--- config.mk ---
export PLATFORM = sky130hd
export DESIGN_NAME = ram_ctrl_flat
export DESIGN_NICKNAME = d
export VERILOG_FILES = /design/src/rtl/ram_ctrl_pkg.sv /design/src/rtl/ram_ctrl_if.sv /design/src/rtl/addr_dec.sv /design/src/rtl/ram_ctrl.sv /design/src/flat_wrapper.sv
export SDC_FILE = /design/constraint.sdc
export NUM_CORES = 1
export LEC_CHECK = 0
export CORE_ASPECT_RATIO = 1.1
export CORE_MARGIN = 1.5
export CORE_UTILIZATION = 30
export DETAILED_ROUTE_END_ITERATION = 10
export HOLD_SLACK_MARGIN = 0.15
export PLACE_DENSITY = 0.53
export RECOVER_POWER = 100
export SLEW_MARGIN = 10
export SYNTH_ARGS = -nofsm -noshare
export SYNTH_HDL_FRONTEND = slang
export SYNTH_SLANG_ARGS = --single-unit
--- constraint.sdc ---
create_clock -name clk -period 2.8 [get_ports clk]
set_input_delay 0.84 -clock clk [delete_from_list [all_inputs] [get_ports clk]]
set_output_delay 0.84 -clock clk [all_outputs]
set_load 0.005 [all_outputs]
--- src/rtl/ram_ctrl_pkg.sv ---
// rtl/ram_ctrl_pkg.sv - state encoding and default geometry for the word-RAM controller
package ram_ctrl_pkg;

  localparam int DEF_WIDTH = 16;
  localparam int DEF_DEPTH = 4;
  localparam int DEF_AW    = 2;

  typedef enum logic [2:0] {
    IDLE = 3'd0,
    WR   = 3'd1,
    RD   = 3'd2,
    CAP  = 3'd3,
    INIT = 3'd4,
    DONE = 3'd5
  } state_t;

endpackage

--- src/rtl/ram_ctrl_if.sv ---
// rtl/ram_ctrl_if.sv - requester handshake plus bank-side strobes of the word-RAM controller
interface ram_ctrl_if
  import ram_ctrl_pkg::*;
#(
  parameter int WIDTH = DEF_WIDTH,
  parameter int DEPTH = DEF_DEPTH,
  parameter int AW    = DEF_AW
);

  logic             req;
  logic             we;
  logic             verify;
  logic             init;
  logic [AW-1:0]    addr;
  logic [WIDTH-1:0] wdata;
  logic             ack;
  logic             busy;
  logic [WIDTH-1:0] rdata;
  logic             err;
  logic [DEPTH-1:0] mem_sel;
  logic             mem_rw;
  logic [WIDTH-1:0] mem_din;
  logic [WIDTH-1:0] mem_dout;

  // master = requester plus bank; slave = the controller
  modport master (
    output req, we, verify, init, addr, wdata, mem_dout,
    input  ack, busy, rdata, err, mem_sel, mem_rw, mem_din
  );

  modport slave (
    input  req, we, verify, init, addr, wdata, mem_dout,
    output ack, busy, rdata, err, mem_sel, mem_rw, mem_din
  );

endinterface

--- src/rtl/addr_dec.sv ---
// rtl/addr_dec.sv - one-hot word select decoder with enable
module addr_dec #(
  parameter int AW    = 2,
  parameter int DEPTH = 4
) (
  input  logic             en,
  input  logic [AW-1:0]    addr,
  output logic [DEPTH-1:0] sel
);

  always_comb begin
    sel = '0;
    if (en) sel[addr] = 1'b1;
  end

endmodule

--- src/rtl/ram_ctrl.sv ---
// rtl/ram_ctrl.sv - request/ack sequencer for the word-RAM bank: write, read, verify-write, initialise
module ram_ctrl
  import ram_ctrl_pkg::*;
#(
  parameter int WIDTH = DEF_WIDTH,
  parameter int DEPTH = DEF_DEPTH,
  parameter int AW    = DEF_AW
) (
  input  logic       clk,
  input  logic       clear,
  ram_ctrl_if.slave  bus
);

  localparam logic [AW-1:0] LAST = AW'(DEPTH - 1);

  state_t           state;
  logic [AW-1:0]    cnt;
  logic [AW-1:0]    addr_q;
  logic [WIDTH-1:0] wdata_q;
  logic             verify_q;
  logic             we_q;

  logic [AW-1:0]    dec_addr;
  logic             dec_en;
  logic [DEPTH-1:0] dec_sel;

  // Decode the select for the state being entered so mem_sel is a plain register.
  always_comb begin
    dec_addr = addr_q;
    dec_en   = 1'b0;
    case (state)
      IDLE: begin
        dec_addr = bus.init ? '0 : bus.addr;
        dec_en   = bus.init | bus.req;
      end
      WR:      dec_en = we_q & verify_q;
      RD:      dec_en = 1'b1;
      INIT: begin
        dec_addr = cnt + AW'(1);
        dec_en   = (cnt != LAST);
      end
      default: dec_en = 1'b0;
    endcase
  end

  addr_dec #(.AW(AW), .DEPTH(DEPTH)) u_dec (
    .en   (dec_en),
    .addr (dec_addr),
    .sel  (dec_sel)
  );

  always_ff @(posedge clk or negedge clear) begin
    if (!clear) begin
      state       <= IDLE;
      cnt         <= '0;
      addr_q      <= '0;
      wdata_q     <= '0;
      verify_q    <= 1'b0;
      we_q        <= 1'b0;
      bus.ack     <= 1'b0;
      bus.busy    <= 1'b0;
      bus.err     <= 1'b0;
      bus.rdata   <= '0;
      bus.mem_sel <= '0;
      bus.mem_rw  <= 1'b0;
      bus.mem_din <= '0;
    end else begin
      bus.mem_sel <= dec_sel;
      bus.ack     <= 1'b0;
      bus.mem_rw  <= 1'b0;
      bus.mem_din <= '0;
      case (state)
        IDLE: begin
          if (bus.init || bus.req) begin
            addr_q   <= bus.addr;
            wdata_q  <= bus.wdata;
            verify_q <= bus.verify & bus.we;
            we_q     <= bus.we;
            bus.err  <= 1'b0;
            bus.busy <= 1'b1;
          end
          if (bus.init) begin
            state      <= INIT;
            cnt        <= '0;
            bus.mem_rw <= 1'b1;
          end else if (bus.req) begin
            state       <= bus.we ? WR : RD;
            bus.mem_rw  <= bus.we;
            bus.mem_din <= bus.we ? bus.wdata : '0;
          end
        end
        WR: begin
          if (we_q && verify_q) begin
            state <= RD;
          end else begin
            state   <= DONE;
            bus.ack <= 1'b1;
          end
        end
        RD: state <= CAP;
        CAP: begin
          bus.rdata <= bus.mem_dout;
          if (verify_q) bus.err <= (bus.mem_dout != wdata_q);
          state   <= DONE;
          bus.ack <= 1'b1;
        end
        INIT: begin
          cnt <= cnt + AW'(1);
          if (cnt == LAST) begin
            state   <= DONE;
            bus.ack <= 1'b1;
          end else begin
            bus.mem_rw <= 1'b1;
          end
        end
        DONE: begin
          state    <= IDLE;
          bus.busy <= 1'b0;
        end
        default: begin
          state    <= IDLE;
          bus.busy <= 1'b0;
        end
      endcase
    end
  end

endmodule

--- src/flat_wrapper.sv ---
// flat-port wrapper written by rule: the top's interface ports become plain ports
module ram_ctrl_flat import ram_ctrl_pkg::*;
#(
  parameter int WIDTH = DEF_WIDTH,
  parameter int DEPTH = DEF_DEPTH,
  parameter int AW    = DEF_AW
)
  (clk, clear, bus_req, bus_we, bus_verify, bus_init, bus_addr, bus_wdata, bus_mem_dout, bus_ack, bus_busy, bus_rdata, bus_err, bus_mem_sel, bus_mem_rw, bus_mem_din);
  ram_ctrl_if #(.WIDTH(WIDTH), .DEPTH(DEPTH), .AW(AW)) bus_i ();
  input  logic clk;
  input  logic clear;
  input wire logic [$bits(bus_i.req)-1:0] bus_req;
  input wire logic [$bits(bus_i.we)-1:0] bus_we;
  input wire logic [$bits(bus_i.verify)-1:0] bus_verify;
  input wire logic [$bits(bus_i.init)-1:0] bus_init;
  input wire logic [$bits(bus_i.addr)-1:0] bus_addr;
  input wire logic [$bits(bus_i.wdata)-1:0] bus_wdata;
  input wire logic [$bits(bus_i.mem_dout)-1:0] bus_mem_dout;
  output wire logic [$bits(bus_i.ack)-1:0] bus_ack;
  output wire logic [$bits(bus_i.busy)-1:0] bus_busy;
  output wire logic [$bits(bus_i.rdata)-1:0] bus_rdata;
  output wire logic [$bits(bus_i.err)-1:0] bus_err;
  output wire logic [$bits(bus_i.mem_sel)-1:0] bus_mem_sel;
  output wire logic [$bits(bus_i.mem_rw)-1:0] bus_mem_rw;
  output wire logic [$bits(bus_i.mem_din)-1:0] bus_mem_din;
  assign bus_i.req = bus_req;
  assign bus_i.we = bus_we;
  assign bus_i.verify = bus_verify;
  assign bus_i.init = bus_init;
  assign bus_i.addr = bus_addr;
  assign bus_i.wdata = bus_wdata;
  assign bus_i.mem_dout = bus_mem_dout;
  assign bus_ack = bus_i.ack;
  assign bus_busy = bus_i.busy;
  assign bus_rdata = bus_i.rdata;
  assign bus_err = bus_i.err;
  assign bus_mem_sel = bus_i.mem_sel;
  assign bus_mem_rw = bus_i.mem_rw;
  assign bus_mem_din = bus_i.mem_din;
  ram_ctrl #(.WIDTH(WIDTH), .DEPTH(DEPTH), .AW(AW)) u_core (.clk(clk), .clear(clear), .bus(bus_i));
endmodule
---- Yosys cells after proc, flatten, opt, wreduce, memory -nomap -nowiden ----
Index checks and enable logic that the tools add are counted.
storage, ports and cells
  word-level logic and storage cells ...... 74
  output and inout port bits .............. 40
  register bits after elaboration ......... 65
  bits of input ports ..................... 40
operators by class
  bitwise gates (word level) .............. 4
  order comparisons ....................... 2
  reduce and logical (&&, ||, !) cells .... 12
  $add $sub $neg .......................... 1
  equal/unequal tests ..................... 12
  multiplexer cells ....................... 30
operator list
  operator             count
  $mux 16              4
  $ne 16x16->1         1
  $pmux 3 s5           1
  $mux 3               4
  $mux 1               9
  $pmux 2 s2           2
  $reduce_and 2->1     4
  $eq 3x2->1 const B   2
  $mux 2               3
  $ne 2x1->1 const B   3
  $pmux 1 s2           3
  $mux 4               1
  $ne 2x2->1 const B   2
  $pmux 1 s4           1
  $reduce_bool 2->1    2
  $reduce_or 4->1      1
  $eq 3x1->1 const B   1
  $eq 3x3->1 const B   1
  $logic_not 3->1      1
  $lt 2x3->1 const B   1
  $ne 3x3->1 const B   1
  $pmux 1 s3           1
  $reduce_and 3->1     1
  $add 2x1->2 const B  1
  other kinds (8)      10

---- Longest topological paths before layout ----
  word-level depth ........................ 7
  mapped depth ............................ 6
  gate-level depth less buffers ........... 4

---- Cells and area by module ----
Synthesis repeated with hierarchy kept, for this count alone.
second synthesis, totals
  cell total of the unflattened synthesis .. 201
  area total of the unflattened synthesis .. 2685.1 µm²
modules (own cells, without submodules)
  module    times used  cells an instance  area an instance (µm²)
  ram_ctrl  1           197                2647.5
  addr_dec  1           4                  37.5

---- Worst setup path before layout ----
No wires, ideal clock.
  path type ............................... input port to flip-flop
  start ................................... input bus_init
  end ..................................... register u_core.addr_q[0]
  buffers on the path ..................... 1
  setup slack ............................. 1.089 ns
  data required time ...................... 2.675 ns
  arrival ................................. 1.586 ns
  stages on the path ...................... 4
  setup time .............................. 0.125 ns
  cells stage by stage .................... nor2_1 > nor3_4 > buf_6 > mux2_2
between the ends
  word-level cells in the longest chain between the ends .. 2
ends and longest elaborated chain
  element                     line                source
  start, declared             flat_wrapper.sv:15  input wire logic [$bits(bus_i.init)-1:0] bus_init;
  $logic_or 1x1->1            ram_ctrl.sv:74      if (bus.init || bus.req) begin
  $reduce_and 2->1 (no line)  n/a
  end signal, assigned        ram_ctrl.sv:75      addr_q <= bus.addr;
  end, declared               ram_ctrl.sv:18      logic [AW-1:0] addr_q;
Every way passes these cells.
A chain may end at the register's enable or synchronous reset.

---- Final worst setup path ----
  start ................................... input bus_init
  end ..................................... register u_core.bus.mem_din[5]
between the ends
  word-level cells in the longest chain between the ends .. 2
ends and longest elaborated chain
  element               line               source
  $mux 16               ram_ctrl.sv:82     if (bus.init) begin
  $mux 16               ram_ctrl.sv:72     case (state)
  end signal, assigned  ram_ctrl.sv:89     bus.mem_din <= bus.we ? bus.wdata : '0;
  end, declared         ram_ctrl_if.sv:33  output ack, busy, rdata, err, mem_sel, mem_rw, mem_din
Every way passes these cells.

==> impl_metrics.prom <==
# TYPE chip_impl_metric gauge
chip_impl_metric{name="dpl_cell_area",unit="µm²"} 3627
chip_impl_metric{name="fin_crit",unit="ns"} 2.281
chip_impl_metric{name="detailroute.via_count",unit=""} 1861
chip_impl_metric{name="coreArea",unit="µm²"} 8783
chip_impl_metric{name="n_fill_cell",unit=""} 850
chip_impl_metric{name="overflow",unit=""} 0
chip_impl_metric{name="tns",unit="ns"} 0
chip_impl_metric{name="drt-total-wl",unit="mm"} 5.911
chip_impl_info{name="setup.worst_path.end_class",value="flop"} 1
chip_impl_info{name="cp_launch_type",value="input pin"} 1
chip_impl_metric{name="worst-path-max-fanout",unit=""} 10
chip_impl_metric{name="cts_max_path_buffers",unit=""} 2
chip_impl_info{name="timing.critical_path.slowest_stage_cell",value="sky130_fd_sc_hd__dlygate4sd3_1"} 1
chip_impl_metric{name="setup_viol",unit=""} 0
chip_impl_metric{name="number_of_drc_violations_after_detailed_routing_iteration_0",unit=""} 59
chip_impl_metric{name="global_route_wire_length_before_repair",unit="mm"} 9.473
chip_impl_info{name="rr_startpoint",value="u_core.state[2]"} 1
chip_impl_metric{name="synthesis.area",unit="µm²"} 2694
chip_impl_metric{name="die_height",unit="µm"} 102.4
chip_impl_metric{name="yosysUniqueCellTypes",unit=""} 34
chip_impl_info{name="cts-root-buf",value="sky130_fd_sc_hd__clkbuf_8"} 1
chip_impl_metric{name="static-leakage-power",unit="nW"} 1.698
chip_impl_metric{name="drc",unit=""} 0
chip_impl_metric{name="drtAntennaViolNets",unit=""} 0
chip_impl_metric{name="track_usage",unit=""} 0.1334
chip_impl_metric{name="antenna_violations_before_repair",unit=""} 0
chip_impl_metric{name="synth_sequential_area_ratio",unit=""} 0.6038
chip_impl_metric{name="synth_seq_cells",unit=""} 65
chip_impl_metric{name="clk_latency",unit="ns"} 0.35
chip_impl_info{name="cts_tree",value="built"} 1
chip_impl_metric{name="post_drt_via_cell_ratio",unit=""} 4.528
chip_impl_metric{name="area.growth.synth_to_final",unit="%"} 41.80
chip_impl_info{name="worstReg2RegEnd",value="u_core.bus.rdata[15]"} 1
chip_impl_metric{name="timing.hold.ws",unit="ns"} 0.5016
chip_impl_metric{name="synth-xor-area-share",unit=""} 0.05202
chip_impl_metric{name="cts-resized-gates",unit=""} 0
chip_impl_info{name="timing_worst_setup_path_type",value="input pin to flop"} 1
chip_impl_info{name="hold_path.startpoint",value="u_core.bus.rdata[5]"} 1
chip_impl_metric{name="horizontal_die_dimension",unit="µm"} 93.35
chip_impl_metric{name="max_freq",unit="GHz"} 0.4384
chip_impl_metric{name="max-slew-margin-rel",unit=""} 0.1288
chip_impl_info{name="run_status",value="finished, final reports clean"} 1
chip_impl_metric{name="arrival",unit="ns"} 2.57
chip_impl_metric{name="drt-pass1-iter-count",unit=""} 4
chip_impl_metric{name="finalPower",unit="mW"} 3.233
chip_impl_metric{name="clock_tree.htree_level_count",unit=""} 3
chip_impl_metric{name="power-per-cell-area",unit="nW/µm²"} 846.3
chip_impl_metric{name="ir_drop",unit="mV"} 0.2566
chip_impl_metric{name="hpwlAfterDp",unit="mm"} 4.196
chip_impl_info{name="rsz0062_at_grt",value="no"} 1
chip_impl_metric{name="post-route-cell-area",unit="µm²"} 3820
chip_impl_metric{name="synth_compound_area_frac",unit=""} 0.05388
chip_impl_info{name="synth_top_family_by_area",value="multiplexers"} 1
chip_impl_info{name="min_path_type",value="flop to flop"} 1
chip_impl_metric{name="postCtsSetupBuffers",unit=""} 0
chip_impl_metric{name="synth_mux_area_frac",unit=""} 0.1463
chip_impl_metric{name="synth-warning-count",unit=""} 0
chip_impl_metric{name="synth-adder-area-share",unit=""} 0.004645
chip_impl_metric{name="path_clk_slew",unit="ns"} 0.07
chip_impl_info{name="timing.critical_path.max_delay_family",value="buffers and inverters"} 1
chip_impl_metric{name="crit_share_post_route",unit=""} 0.8147
chip_impl_metric{name="synth.avg_cell_area",unit="µm²"} 13.27
chip_impl_metric{name="rr_worst_depth",unit=""} 3
chip_impl_metric{name="final_nets",unit=""} 333
chip_impl_metric{name="place.gp.congestion",unit=""} 0.7793
chip_impl_metric{name="floorplan.initialDensity",unit=""} 0.3067
chip_impl_metric{name="diodes",unit=""} 0
chip_impl_metric{name="required",unit="ns"} 3.08
chip_impl_metric{name="ff2ff_setup_slack",unit="ns"} 0.74
chip_impl_metric{name="quantity_of_i_o_buffers_inserted_on_ports",unit=""} 79
chip_impl_metric{name="synth_cells",unit=""} 203
chip_impl_metric{name="cpPeakStageDelay",unit="ns"} 0.64
chip_impl_metric{name="synthSimpleGateAreaFrac",unit=""} 0.1143
chip_impl_metric{name="final_layout_size_suffix_gt1_frac",unit=""} 0.1852
chip_impl_metric{name="cts_inserted_buffers",unit=""} 9
chip_impl_metric{name="critPathBufInv",unit=""} 2
chip_impl_metric{name="final_hold_viol_count",unit=""} 0
chip_impl_metric{name="first_global_vias",unit=""} 1809
chip_impl_metric{name="row_count",unit=""} 36
chip_impl_metric{name="final_slew_violations",unit=""} 0
chip_impl_metric{name="cts_hold_buf",unit=""} 0
chip_impl_metric{name="cap_viol_max_count",unit=""} 0
chip_impl_metric{name="design.portCount",unit=""} 80
chip_impl_metric{name="largest_net_degree_at_the_start_of_global_routing",unit=""} 44
chip_impl_metric{name="die_area",unit="µm²"} 9558
chip_impl_metric{name="routed_wire_length_per_instance",unit="µm"} 14.38
chip_impl_metric{name="clock-sinks",unit=""} 65
chip_impl_info{name="whs_endpoint",value="u_core.bus.rdata[5]"} 1
chip_impl_metric{name="clock_skew",unit="ns"} 0.01084
chip_impl_metric{name="worst-slew-pin-transition",unit="ns"} 1.307
chip_impl_metric{name="synth.net_count",unit=""} 244
chip_impl_metric{name="worstHoldPathCells",unit=""} 1
chip_impl_info{name="path_cells",value="dlygate4sd3_1 > nor4_1 > clkbuf_1 > and2_1"} 1
cell usage after synthesis:
library cell                n  area, µm²
sky130_fd_sc_hd__nor4_4     1      21.27
sky130_fd_sc_hd__and2_1    16      100.1
sky130_fd_sc_hd__buf_2      2      10.01
sky130_fd_sc_hd__o21ai_0    7      35.03
sky130_fd_sc_hd__o22ai_1    2      12.51
sky130_fd_sc_hd__mux2_2    34      382.9
sky130_fd_sc_hd__dfrtp_1   65       1627
sky130_fd_sc_hd__inv_1      4      15.01
sky130_fd_sc_hd__nand3_1    1      5.000
sky130_fd_sc_hd__a21oi_1    7      35.03
sky130_fd_sc_hd__nor4_1     5      31.28
sky130_fd_sc_hd__clkbuf_2   1      5.000
sky130_fd_sc_hd__o31a_1     1      8.760
sky130_fd_sc_hd__a32o_1     1      10.01
sky130_fd_sc_hd__or2_4      1      8.760
sky130_fd_sc_hd__nand2_2    1      6.260
sky130_fd_sc_hd__a31oi_1    2      12.51
sky130_fd_sc_hd__nor3_1     5      25.02
sky130_fd_sc_hd__o22a_1     1      8.760
sky130_fd_sc_hd__ha_1       1      12.51
sky130_fd_sc_hd__a22oi_1    1      7.510
sky130_fd_sc_hd__buf_6      3      33.78
sky130_fd_sc_hd__nor3_4     1      16.27
sky130_fd_sc_hd__a21o_1     2      15.01
sky130_fd_sc_hd__mux2_1     1      11.26
sky130_fd_sc_hd__nor2_1     7      26.28
sky130_fd_sc_hd__nand4b_1   1      8.760
sky130_fd_sc_hd__xor2_1    16      140.1
sky130_fd_sc_hd__nor2b_1    2      12.51
sky130_fd_sc_hd__or3_1      1      6.260
sky130_fd_sc_hd__nand2_1    7      26.28
sky130_fd_sc_hd__nand4_1    1      6.260
sky130_fd_sc_hd__or2b_1     1      7.510
sky130_fd_sc_hd__clkbuf_1   1      3.750
metal layers:
| layer | up-vias | global-route usage | share of wire |
|---|---|---|---|
| met5 | - | 0 | 0 |
| met1 | 902 | 0.1829 | 0.48 |
| met2 | 61 | 0.1951 | 0.45 |
| met3 | 13 | 0.03199 | 0.046 |
| met4 | 0 | 0.06993 | 0.023 |
| li1 | 885 | - | - |
worst reg2reg max path, delay by kind of cell (launching register included):
kind / cells / cell delay [ns]
flops: 1 / 0.72
mux: 1 / 0.42
simple gates: 2 / 0.81
worst max-delay path by stage:
stage                    startpoint                endpoint  slack, ns  depth (start not counted)
global route               bus_init  u_core.bus.mem_din[15]       0.38                          4
CTS                        bus_init      u_core.wdata_q[14]       0.65                          5
finish                     bus_init   u_core.bus.mem_din[5]       0.52                          4
detailed placement         bus_init             u_core.we_q       0.28                          5
floorplan                  bus_init        u_core.addr_q[0]       1.09                          4
global placement    bus_mem_dout[1]          u_core.bus.err       0.33                          5
registers in the layout, summed over array words and instances, names as in the netlist, 2 cells and up:
| signal | flops |
|---|---|
| u_core.bus.mem_sel | 4 |
| u_core.cnt | 2 |
| u_core.addr_q | 2 |
| u_core.wdata_q | 16 |
| u_core.bus.rdata | 16 |
| u_core.state | 3 |
| u_core.bus.mem_din | 16 |
cell type report:
| class | instances | area [µm²] | area share |
|---|---|---|---|
| flip-flops and latches | 65 | 1627 | 0.4258 |
| multi-input cells | 127 | 982.2 | 0.2571 |
| repair buffers | 85 | 834.6 | 0.2185 |
| well taps | 114 | 142.6 | 0.03734 |
| clock buffers | 10 | 127.6 | 0.03341 |
| clock inverters | 6 | 91.34 | 0.02391 |
| inverters | 4 | 15.01 | 0.003931 |
power by group:
group	internal [mW]	leakage [nW]	total [mW]	switching (mW)
registers	1.21	0.808	1.40	0.183
clock network	0.506	0.111	0.885	0.379
logic	0.560	0.779	0.952	0.393
metrics by stage:
stage / worst slack [ns] / instances / utilization
final: 0.5188 / 411 / 0.4349
after global routing: 0.3754 / 411 / 0.4349
after CTS: 0.6454 / 411 / 0.4379
after detailed placement: 0.2814 / 395 / 0.4130
after global placement: 0.3298 / 395 / 0.4130
after floorplan: 1.089 / 203 / -
cell families after synthesis:
logic type      count (synthesis)
flops                          65
simple gates                   51
mux                            35
compound gates                 24
xor+xnor                       16
buf+inv                        11
fa+ha+maj                       1
placed cells by master (no fill, tap or decap), types with 2 or more instances in the layout:
cell / n
sky130_fd_sc_hd__a21o_1: 2
sky130_fd_sc_hd__a21oi_1: 7
sky130_fd_sc_hd__a31oi_1: 2
sky130_fd_sc_hd__and2_0: 6
sky130_fd_sc_hd__and2_1: 10
sky130_fd_sc_hd__buf_4: 3
sky130_fd_sc_hd__bufinv_16: 2
sky130_fd_sc_hd__clkbuf_1: 4
sky130_fd_sc_hd__clkbuf_8: 9
sky130_fd_sc_hd__clkdlybuf4s50_1: 37
sky130_fd_sc_hd__clkinv_4: 2
sky130_fd_sc_hd__dfrtp_1: 65
sky130_fd_sc_hd__dlygate4sd3_1: 41
sky130_fd_sc_hd__inv_1: 4
sky130_fd_sc_hd__mux2_2: 34
sky130_fd_sc_hd__nand2_1: 8
sky130_fd_sc_hd__nor2_1: 7
sky130_fd_sc_hd__nor2b_1: 2
sky130_fd_sc_hd__nor3_1: 5
sky130_fd_sc_hd__nor4_1: 6
sky130_fd_sc_hd__o21ai_0: 7
sky130_fd_sc_hd__o22ai_1: 2
sky130_fd_sc_hd__xor2_1: 16
No activity file was read; power rests on OpenSTA's default activity.
